<file path="config.mk">
export PLATFORM = sky130hd
export DESIGN_NAME = apb2csb_bridge_mc
export DESIGN_NICKNAME = d
export VERILOG_FILES = /design/src/rtl/apb2csb_bridge_mc.sv
export SDC_FILE = /design/constraint.sdc
export NUM_CORES = 1
export LEC_CHECK = 0
export CAP_MARGIN = 20
export CELL_PAD_IN_SITES_DETAIL_PLACEMENT = 2
export CELL_PAD_IN_SITES_GLOBAL_PLACEMENT = 2
export CORE_MARGIN = 2
export CORE_UTILIZATION = 19
export DETAILED_ROUTE_END_ITERATION = 6
export PLACE_DENSITY = 0.82
export SYNTH_ARGS = -nofsm -noshare
export SYNTH_HDL_FRONTEND = slang
export SYNTH_SLANG_ARGS = --single-unit
export TNS_END_PERCENT = 1
</file>
<file path="constraint.sdc">
create_clock -name pclk -period 1.8 [get_ports pclk]
set_input_delay 0.36 -clock pclk [delete_from_list [all_inputs] [get_ports pclk]]
set_output_delay 0.36 -clock pclk [all_outputs]
set_load 0.01 [all_outputs]
</file>
<file path="src/rtl/apb2csb_bridge_mc.sv">
// apb2csb_bridge_mc
// APB slave to multi-channel CSB master bridge. Each APB access is decoded to
// one of NUM_CH CSB targets by a channel-select field in paddr, issued as a CSB
// request on that channel, and completed on the APB side with a one-cycle
// pready. Out-of-range channels and response timeouts complete with pslverr
// and are counted in a saturating error counter.
//
// State table
//   state   | meaning
//   IDLE    | waiting for an APB access phase (psel & penable)
//   REQ     | csb2nvdla_valid[ch] held until ready[ch]
//   WAIT_RD | read accepted, waiting for nvdla2csb_valid[ch]
//   WAIT_WR | non-posted write accepted, waiting for wr_complete[ch]
//   DONE    | pready pulse, pslverr = err
//
// Ports
//   pclk, prst              : clock, synchronous active-high reset
//   paddr/psel/penable/
//   pwrite/pwdata           : APB request
//   prdata/pready/pslverr   : APB completion
//   csb2nvdla_*             : per-channel CSB request, channel i in slice i
//   nvdla2csb_*             : per-channel CSB read data / write completion
//   err_cnt                 : saturating count of error completions

module apb2csb_bridge_mc #(
  parameter int NUM_CH      = 2,
  parameter int CSB_AW      = 16,
  parameter int DATA_W      = 32,
  parameter int CH_SEL_LSB  = 18,
  parameter int NPOSTED_WR  = 1,
  parameter int TIMEOUT_CYC = 255
) (
  input  logic                       pclk,
  input  logic                       prst,
  input  logic [31:0]                paddr,
  input  logic                       psel,
  input  logic                       penable,
  input  logic                       pwrite,
  input  logic [DATA_W-1:0]          pwdata,
  output logic [DATA_W-1:0]          prdata,
  output logic                       pready,
  output logic                       pslverr,
  output logic [NUM_CH-1:0]          csb2nvdla_valid,
  input  logic [NUM_CH-1:0]          csb2nvdla_ready,
  output logic [NUM_CH*CSB_AW-1:0]   csb2nvdla_addr,
  output logic [NUM_CH*DATA_W-1:0]   csb2nvdla_wdat,
  output logic [NUM_CH-1:0]          csb2nvdla_write,
  output logic [NUM_CH-1:0]          csb2nvdla_nposted,
  input  logic [NUM_CH-1:0]          nvdla2csb_valid,
  input  logic [NUM_CH*DATA_W-1:0]   nvdla2csb_data,
  input  logic [NUM_CH-1:0]          nvdla2csb_wr_complete,
  output logic [7:0]                 err_cnt
);

  localparam int          CH_W     = (NUM_CH > 1) ? $clog2(NUM_CH) : 1;
  localparam logic        NP_EN    = (NPOSTED_WR != 0);
  localparam logic [15:0] TMO_LAST = 16'(TIMEOUT_CYC - 1);

  typedef enum logic [2:0] {
    S_IDLE,
    S_REQ,
    S_WAIT_RD,
    S_WAIT_WR,
    S_DONE
  } state_t;

  state_t              state, state_nxt;
  logic [CH_W-1:0]     ch_q;
  logic [CSB_AW-1:0]   addr_q;
  logic [DATA_W-1:0]   wdat_q;
  logic                write_q;
  logic                err_q, err_nxt;
  logic [15:0]         timer_q, timer_nxt;
  logic [DATA_W-1:0]   prdata_q, prdata_nxt;

  logic                access;
  logic [CH_W-1:0]     ch_dec;
  logic                ch_ok;
  logic                ready_sel;
  logic                rvalid_sel;
  logic                cmpl_sel;
  logic [DATA_W-1:0]   rdata_sel;
  logic                expired;
  logic [15:0]         timer_inc;

  // Address bits outside the decoded fields are intentionally ignored.
  logic                unused_paddr;
  assign unused_paddr = ^paddr;

  assign access = psel & penable;
  assign ch_dec = paddr[CH_SEL_LSB +: CH_W];
  assign ch_ok  = (32'(ch_dec) < 32'(NUM_CH));

  // Only the latched channel's responses are looked at; everything else on
  // the return buses is treated as noise.
  always_comb begin
    ready_sel  = 1'b0;
    rvalid_sel = 1'b0;
    cmpl_sel   = 1'b0;
    rdata_sel  = '0;
    for (int i = 0; i < NUM_CH; i++) begin
      if (ch_q == CH_W'(i)) begin
        ready_sel  = csb2nvdla_ready[i];
        rvalid_sel = nvdla2csb_valid[i];
        cmpl_sel   = nvdla2csb_wr_complete[i];
        rdata_sel  = nvdla2csb_data[i*DATA_W +: DATA_W];
      end
    end
  end

  // Timer counts cycles spent in REQ + WAIT_*. Compare uses >= so that a
  // request accepted on the expiry cycle still times out on its first
  // silent wait cycle instead of letting the counter run away.
  assign expired   = (timer_q >= TMO_LAST);
  assign timer_inc = (timer_q == 16'hFFFF) ? timer_q : timer_q + 16'd1;

  always_comb begin
    state_nxt  = state;
    err_nxt    = err_q;
    timer_nxt  = timer_q;
    prdata_nxt = prdata_q;
    case (state)
      S_IDLE: begin
        if (access) begin
          timer_nxt  = '0;
          prdata_nxt = '0;
          if (ch_ok) begin
            state_nxt = S_REQ;
            err_nxt   = 1'b0;
          end else begin
            state_nxt = S_DONE;
            err_nxt   = 1'b1;
          end
        end
      end
      S_REQ: begin
        timer_nxt = timer_inc;
        if (ready_sel) begin
          if (!write_q)   state_nxt = S_WAIT_RD;
          else if (NP_EN) state_nxt = S_WAIT_WR;
          else            state_nxt = S_DONE;
        end else if (expired) begin
          state_nxt = S_DONE;
          err_nxt   = 1'b1;
        end
      end
      S_WAIT_RD: begin
        timer_nxt = timer_inc;
        if (rvalid_sel) begin
          state_nxt  = S_DONE;
          prdata_nxt = rdata_sel;
        end else if (expired) begin
          state_nxt = S_DONE;
          err_nxt   = 1'b1;
        end
      end
      S_WAIT_WR: begin
        timer_nxt = timer_inc;
        if (cmpl_sel) begin
          state_nxt = S_DONE;
        end else if (expired) begin
          state_nxt = S_DONE;
          err_nxt   = 1'b1;
        end
      end
      S_DONE: begin
        state_nxt = S_IDLE;
      end
      default: begin
        state_nxt = S_IDLE;
      end
    endcase
  end

  always_ff @(posedge pclk) begin
    if (prst) begin
      state    <= S_IDLE;
      ch_q     <= '0;
      addr_q   <= '0;
      wdat_q   <= '0;
      write_q  <= 1'b0;
      err_q    <= 1'b0;
      timer_q  <= '0;
      prdata_q <= '0;
      err_cnt  <= '0;
    end else begin
      state    <= state_nxt;
      err_q    <= err_nxt;
      timer_q  <= timer_nxt;
      prdata_q <= prdata_nxt;
      if (state == S_IDLE && access) begin
        ch_q    <= ch_dec;
        addr_q  <= paddr[CSB_AW+1:2];
        wdat_q  <= pwdata;
        write_q <= pwrite;
      end
      if (state == S_DONE && err_q && err_cnt != 8'hFF) begin
        err_cnt <= err_cnt + 8'd1;
      end
    end
  end

  always_comb begin
    csb2nvdla_valid   = '0;
    csb2nvdla_addr    = '0;
    csb2nvdla_wdat    = '0;
    csb2nvdla_write   = '0;
    csb2nvdla_nposted = '0;
    for (int i = 0; i < NUM_CH; i++) begin
      if (state == S_REQ && ch_q == CH_W'(i)) begin
        csb2nvdla_valid[i]                   = 1'b1;
        csb2nvdla_addr[i*CSB_AW +: CSB_AW]   = addr_q;
        csb2nvdla_wdat[i*DATA_W +: DATA_W]   = wdat_q;
        csb2nvdla_write[i]                   = write_q;
        csb2nvdla_nposted[i]                 = write_q & NP_EN;
      end
    end
  end

  assign pready  = (state == S_DONE);
  assign pslverr = (state == S_DONE) & err_q;
  assign prdata  = prdata_q;

endmodule

</file>
==> results of run 1 <==
==> sequential cells by signal (all words and copies together), names as in the netlist <==
name	flops
addr_q	16
ch_q	1
err_cnt	8
err_q	1
prdata	32
state	3
timer_q	16
wdat_q	32
write_q	1
==> metrics by stage <==
stage | power, mW | utilization [%] | hold WS (ns) | std cells
floorplan | 2.89 | - | 0.440 | 709
finish | 5.44 | 32.1 | 0.402 | 1394
global route | 5.72 | 32.1 | 0.391 | 1394
CTS | 5.49 | 31.5 | 0.384 | 1387
detailed placement | 3.41 | 31.7 | 0.450 | 1371
global placement | 3.39 | 31.7 | 0.437 | 1371
==> layout by cell type (no fill, tap or decap), types with 15 or more instances in the layout <==
master,synthesis,final
dfxtp_1,110,107
buf_6,0,22
and2_4,0,15
nand3_1,40,37
clkdlybuf4s50_1,0,160
mux2_2,34,34
buf_4,2,56
a21oi_1,94,92
and2_1,100,85
nand2_1,152,152
buf_2,8,80
==> timing repair <==
action / in CTS / in global routing
pin swaps: 2 / 3
hold buffers: 0 / 0
setup buffers: 0 / 5
setup endpoints to repair: 112 / 145
resized for setup: 406 / 58
gates cloned: 0 / 2
==> worst max-delay path: cells and delay by family (launching register included) <==
family	cells	cell delay [ns]
buf+inv	3	0.42
flops	1	0.32
simple gates	3	0.78
==> kinds of logic after synthesis <==
family	count (synthesis)	synth area share [%]
xor+xnor	5	0.790
compound gates	128	12.9
simple gates	360	32.5
buf+inv	56	4.11
fa+ha+maj	3	0.677
flops	110	39.7
mux	47	9.26
==> metal layers <==
metal,vias up,wire [um],global-route usage (%)
li1,2995,-,-
met1,3101,10400,18.4
met2,162,12700,27.8
met3,30,1320,4.03
met4,0,558,4.55
met5,-,0,0
==> worst paths after layout <==
path / endpoint / start / cells after the start
hold reg to reg: prdata[21] / prdata[21] / 2
setup / recovery: csb2nvdla_wdat[2] / state[2] / 6
hold / removal: wdat_q[3] / prst / 2
setup reg to reg: timer_q[11] / timer_q[6] / 4
==> cell type report <==
type	count	area share (%)
Multi-Input combinational cell	543	35.2
Timing Repair Buffer	336	32.3
Sequential cell	110	23.9
Inverter	5	0.203
Clock buffer	11	2.74
Tap cell	384	5.21
Clock inverter	5	0.447
==> power by group through the flow <==
stage / Combinational, mW / Sequential, mW / Clock [mW]
floorplan: 0.323 / 2.57 / 0
global placement: 0.795 / 2.59 / 0
detailed placement: 0.818 / 2.60 / 0
CTS: 0.811 / 2.54 / 2.14
global route: 0.917 / 2.55 / 2.25
finish: 0.837 / 2.54 / 2.06
==> results.md, run 1 <==
Floorplan:
- The cell row count is between 60 and 70.
- The die height is 175 um.
- The starting density of the core is 19.3%.
- The overall die area is 30600 um^2.
- The floorplan step defined a core boundary enclosing 28700 um^2.
- The number of top-level pins is 283.
- The die is between 150 and 200 um wide.

Finish:
- The final design area excluding fillers is between 9000 and 10000 um^2.
- Compared with the post-synthesis result, the final layout area differs by 66.5%.
- The repair_antennas step left the layout with diodes totalling 0.
- The layout filler cell count is around 3200.
- The count of nets after finishing is ~1100.
- Cells with a size suffix above 1 make up about a quarter of the layout.
- In the final layout, the multi-input gates occupy 3250 um^2.
- Across the whole layout, storage elements account for 2210 um^2.

GRT:
- The initial antenna violation count came to 0.
- The remaining global-route overflow is 0.
- Entering global routing, the biggest net connects 45 pins.
- The via count of the first global-routing pass is 6780.
- The global-route wire length before repair is around 38000 um.
- Global routing consumed, over all layers together, 15.6% of the routing resources.

Drt:
- After detailed routing, the number of vias per cell comes to around 4.5.
- The post-detailed-route count of antenna-violating nets is 0.
- Dividing the detail-routed wire length by the instance count gives about 18 um.
- The count of TritonRoute iterations in the first routing pass is 4.
- The first routing iteration left about 260 violations.
- In the routed design, unresolved DRC markers number 0.
- The wire length after detailed routing is 25000 um.
- The via total after detailed routing is 6288.

Timing:
- The final-report max-slew violation count is 0.
- Based on the critical path, the design can be clocked at up to 447 MHz.
- Setup violations remaining at the end of the flow were counted as 104.
- The worst-case headroom to the max-slew limit is 64.9%.
- The transition time at the pin with the least slew margin is about 0.52 ns.
- The final period utilization is 124%.
- The aggregate negative setup slack is -36.49 ns.
- The post-layout worst setup margin is -0.438 ns.
- The clock arrives with 0.00966 ns of skew.
- The count of final hold-check violations is 0.
- Setup repair after global routing could not meet its margin everywhere.
- The worst path in the final design needs a cycle of roughly 2.2 ns, including I/O delays and setup.

Worst setup path:
- At the worst endpoint, the arrival time is about 1.9 ns.
- The top fanout value on the critical path is 15.
- The critical path goes through or3b_4, nor2_4, buf_6, clkbuf_16, and2_1, buf_2.
- The worst setup path is launched from a flop.
- The critical path data required time is between 1 and 1.5 ns.
- The standard cell with the maximum stage delay on the critical path is or3b_4.
- The critical path endpoint category is an output pin.
- The startpoint-to-endpoint class of the critical path is reg2out.
- The largest single stage delay on the critical path is 0.44 ns.
- The slack of the worst reg-to-reg path is 0.01 ns.

Power:
- The leakage power figure is 3.64 nW.
- The fraction of power consumed by the clock network is 37.9%.
- Of the total power, registers draw about 47%.
- The total power per unit cell area is approximately 590 nW/um^2.
- The internal cell power is 3.99 mW.
- VDD sags by at most 0.325 mV.
- The share of power burned in combinational logic is between 15 and 20%.
- Net switching is 26.6% of the power.
- The analysis attributes to net switching a power of ~1.4 mW.

Placed design:
- The placer's final routability congestion estimate is 0.814.
- Summed over all nets, the half-perimeter wirelength after detailed placement is 18300 um.
- Timing analysis after detailed placement gives a worst setup slack of -0.369 ns.
- The count of buffers added on input and output ports is 267.
- Summing all placed instances gives a cell area of 9090 um^2.

Clocking:
- In this run the clock root is driven by a clkbuf_16.
- Counting every sink on the clock net gives 110.
- Clock latency on the worst-skew pair, taken at its later pin, is 0.36 ns.
- The CTS H-tree depth is 3.
- TritonCTS built the clock tree.
- Clock-pin slew was measured on the worst setup and hold paths at 0.08 ns.
- The number of CTS-inserted buffers is 9.
- The maximum clock insertion buffer count is 2.

Worst hold path:
- The worst hold path class is in2reg.

Logic synthesis:
- The synthesized netlist net count is around 850.
- The dominant register cell in the synthesized netlist is dfxtp_1.
- After synthesis, the cell types taking the most area are dfxtp_1 (40%), and2_1 (11%), nand2_1 (10%), a21oi_1 (8.5%), mux2_2 (6.9%).
- The share of the synthesized area in the top cell type is 39.7%.
- Sequential elements use 39.7% of the synthesized area.
- Each instance of the synthesized netlist takes up on average 7.82 um^2.
- Counting every instance in the synthesized netlist gives 709.
- During synthesis, Yosys emitted a total of 0 warnings.
- The most common cell in the synthesized netlist is nand2_1.
- The area of the mapped netlist is 5540 um^2.
- In this run, synthesis inferred 0 flip-flops with an integrated enable.
- The synthesis-stage register bit count is 110.
- The number of unique standard cell types used by synthesis is 44.
- Counting flops with an async set or reset pin after synthesis yields a share of 0%.
- By count the netlist is led by nand2_1 (152), dfxtp_1 (110), and2_1 (100), a21oi_1 (94), clkbuf_1 (41).
- dfxtp_1 takes more of the synthesized area than any other cell.

Run status:
- The checks that failed: setup timing.
- The run finished, with violations left.

Job:
- The number of max-capacitance violations reported is 0.
Note: power is estimated with default switching activity, not from simulation.
==> inputs of run 2 (changes only) <==
Settings changed: PLACE_DENSITY 0.82 to 0.86.
==> run 2 against run 1 <==
Compared with the run above: largest cell class unchanged; power fell by 0.25%; the flow still finishes with violations (setup timing); cell count rose by 0.29%; flip-flop and latch count did not move; core utilization rose by 0.61 points; setup slack improved by 0.020 ns; sequential power barely moved; worst hold slack got worse by 0.17 ns; first-iteration DRC count fell by 28%; highest routed layer unchanged; register-to-register slack got worse by 0.07 ns; count of clock-buffer cells in the layout fell by 1.
==> results.md, run 2 (synthesized netlist as in run 1, its figures left out) <==
Run status:
- Run status: complete, but fails checks (unchanged).
- Violated checks: setup timing (unchanged).

Timing:
- Unrepaired setup endpoints after global routing: yes (unchanged).
- The worst clock skew on the final layout is 0.00941 ns (was 0.00966 ns).
- The count of final hold-check violations came to 0 (unchanged).
- The highest attainable clock frequency is 451 MHz (was 447 MHz).
- The final-report max-slew violation count is 0 (unchanged).
- The worst-case headroom to the max-slew limit was 62.2% (was 64.9%).
- The aggregate negative setup slack is -32.37 ns (was -36.49 ns).
- The final period utilization is 123% (was 124%).
- The post-layout worst setup margin is -0.418 ns (was -0.438 ns).
- The final hold slack is 0.234 ns (was 0.402 ns).
- The number of endpoints failing setup at the final stage is 109 (was 104).
- The minimum clock period is 2.22 ns (was 2.24 ns).
- The transition time at the pin with the least slew margin was 0.564 ns (was 0.523 ns).

Finish:
- The count of nets after finishing is 1149 (was 1147).
- The fraction of final layout cells sized beyond drive strength 1 is 27.5% (was 25.7%).
- The growth of design area from synthesis to finish was 69.7% (was 66.5%).
- The fraction of the core area covered by cells at the end of the flow is 32.8% (was 32.1%).
- Top library cells by usage in the layout, fill and taps aside: clkdlybuf4s50_1 (158), nand2_1 (152), dfxtp_1 (106) (was clkdlybuf4s50_1 (160), nand2_1 (152), dfxtp_1 (107)).
- The number of standard cells in the layout, taps in and fillers out is 1398 (was 1394).
- The most frequent standard cell in the layout excluding fill and tap cells was clkdlybuf4s50_1 (unchanged).
- The final design area excluding fillers came to 9400 um^2 (was 9230 um^2).

Worst setup path:
- The most frequent cell on the critical path is buf_8.
- The number of cells on the worst reg-to-reg path is 7 (was 4).
- The worst endpoint data arrival time is 1.86 ns (was 1.88 ns).
- The standard cell with the maximum stage delay on the critical path is or3b_4 (unchanged).
- The largest delay contributor family on the critical path is simple AND/OR/NAND/NOR gates (unchanged).
- The buffers plus inverters on the worst setup path came to 3 (unchanged).
- The capturing point of the worst reg2reg path is wdat_q[21] (was timer_q[11]).
- The slack of the worst reg-to-reg path is -0.06 ns (was 0.01 ns).
- The biggest cell delay along the critical path came to 0.43 ns (was 0.44 ns).
- The top fanout value on the critical path is 8 (was 15).
- The critical path endpoint category is an output pin (unchanged).
- The reg-to-reg startpoint is state[0] (was timer_q[6]).
- Cells traversed along the worst timing path: or3b_4, nor2_4, buf_8, buf_8, and2_1, buf_2 (was or3b_4, nor2_4, buf_6, clkbuf_16, and2_1, buf_2).
- The startpoint-to-endpoint class of the critical path was reg2out (unchanged).
- The critical path data required time is 1.44 ns (about the same).
- The kind of start point of the critical path is a flop (unchanged).

Floorplan:
- The overall die area is 30600 um^2 (unchanged).
- The floorplan die width is 175 um (unchanged).
- The die height is 175 um (unchanged).
- The starting density of the core is 19.3% (unchanged).
- The cell row count is 62 (unchanged).
- The core area came to 28700 um^2 (unchanged).
- The number of top-level pins is 283 (unchanged).

Clocking:
- The clock edge transition at the registers on the reported setup and hold paths is 0.08 ns (about the same).
- The CTS H-tree depth is 3 (unchanged).
- The clock tree from TritonCTS is yes (unchanged).
- The TritonCTS sink count is 110 (unchanged).
- The number of CTS-inserted buffers is 9 (unchanged).
- The root buffer cell is clkbuf_16 (unchanged).
- The maximum clock insertion buffer count is 2 (unchanged).
- The clock insertion delay at the later pin of the skew report is 0.36 ns (about the same).

Power:
- The total chip power came to 5.42 mW (was 5.44 mW).
- The leakage power figure is 3.67 nW (was 3.64 nW).
- The internal cell power came to 3.95 mW (was 3.99 mW).
- The net switching power came to 1.47 mW (was 1.44 mW).
- The switching part of the total was 27.1% (was 26.6%).
- The total power per unit cell area is 577 nW/um^2 (was 589 nW/um^2).
- The share of power burned in combinational logic is 16.1% (was 15.4%).
- The portion of total power attributed to sequential cells is 46.8% (was 46.7%).
- The fraction of power consumed by the clock network is 37.1% (was 37.9%).
- The peak ir drop on the vdd network is 0.347 mV (was 0.325 mV).

Worst hold path:
- The startpoint of the most critical hold path is prst (unchanged).
- The worst hold path class is in2reg (unchanged).
- The end of the worst hold path is timer_q[0] (was wdat_q[3]).
- The count of cells along the worst hold path was 2 (unchanged).

Drt:
- The post-detailed-route count of antenna-violating nets is 0 (unchanged).
- The DRC violation count after routing came to 0 (unchanged).
- The wire length after detailed routing was 25300 um (was 25000 um).
- The number of violations reported at the end of detailed-routing iteration 0 is 188 (was 261).
- The mean number of vias per cell is 4.49 (was 4.51).
- The count of TritonRoute iterations in the first routing pass is 4 (unchanged).
- The routed length per placed instance is 18.1 um (was 17.9 um).
- The via total after detailed routing was 6284 (was 6288).

GRT:
- The initial antenna violation count is 2 (was 0).
- The remaining global-route overflow is 0 (unchanged).
- The overall track demand over capacity in global routing is 15.6% (about the same).
- The largest net degree at the start of global routing came to 47 (was 45).
- The global-route wire length before repair is 38000 um (was 38100 um).
- The via count of the first global-routing pass is 6782 (was 6780).

Placed design:
- The placer's final routability congestion estimate was 0.793 (was 0.814).
- The count of input and output buffers is 267 (unchanged).
- The post-detailed-placement cell area was 9100 um^2 (was 9090 um^2).
- The pre-CTS worst setup slack was -0.380 ns (was -0.369 ns).
- The number of cells in the design after placement was 1374 (was 1371).
- The post-DP HPWL is 18600 um (was 18300 um).

Job:
- The number of max-capacitance violations reported was 0 (unchanged).
==> run 2: changes by cell type in the layout (fill, tap and decap cells not counted), sizes merged <==
| cell | before | now |
|---|---|---|
| buf | 167 | 158 |
| clkinv | 2 | 3 |
| diode | 0 | 2 |
| clkdlybuf4s50 | 160 | 158 |
| dlymetal6s2s | 4 | 5 |
| clkdlybuf4s15 | 3 | 14 |
==> run 2: routing by layer <==
| layer | part of all wire [%] | GRT usage, % | vias to the layer above |
|---|---|---|---|
| met3 | 4.4 | 2.92 | 35 |
| li1 | - | - | 3004 |
| met1 | 41 | 18.4 | 3081 |
| met5 | 0 | 0 | - |
| met4 | 2.6 | 4.27 | 0 |
| met2 | 52 | 28.8 | 164 |
==> run 2: worst max path at each step <==
| stage | from | endpoint | slack (ns) | cells after the start |
|---|---|---|---|---|
| 2_1_floorplan | state[0] | csb2nvdla_write[0] | 0.04 | 5 |
| 3_3_place_gp | state[1] | csb2nvdla_addr[12] | -0.33 | 5 |
| 3_5_place_dp | state[1] | csb2nvdla_wdat[34] | -0.38 | 5 |
| 4_1_cts | state[1] | csb2nvdla_wdat[9] | -0.70 | 5 |
| 5_1_grt | state[2] | csb2nvdla_wdat[28] | -0.50 | 6 |
| 6_report | state[2] | csb2nvdla_wdat[28] | -0.42 | 6 |
==> run 2: power by group through the flow <==
stage / registers [mW] / logic, mW / clock network, mW
detailed placement: 2.59 / 0.816 / 0
CTS: 2.54 / 0.817 / 2.13
global route: 2.55 / 0.950 / 2.20
finish: 2.54 / 0.875 / 2.01
floorplan: 2.57 / 0.323 / 0
global placement: 2.59 / 0.791 / 0
==> run 2: area by class of cell <==
type	count	area [um^2]
clock inverter	6	56.3
fill	3303	19300
inverter	5	18.8
multi-input combinational	543	3290
antenna	2	5.00
clock buffer	10	229
sequential	110	2210
timing repair buffer	338	3120
tap	384	480
==> run 2: worst register-to-register path: cells and delay by family, from the launching register on <==
family	cells	cell delay (ns)
compound gates	1	0.18
simple gates	3	0.71
flops	1	0.32
buf+inv	3	0.57
==> run 2: timing repair <==
item | CTS | global route
setup endpoints to repair | 146 | 202
pin swaps | 1 | 5
buffers inserted | 0 | 1
resized for setup | 392 | 89
hold buffers | 0 | 0
gates cloned | 0 | 5
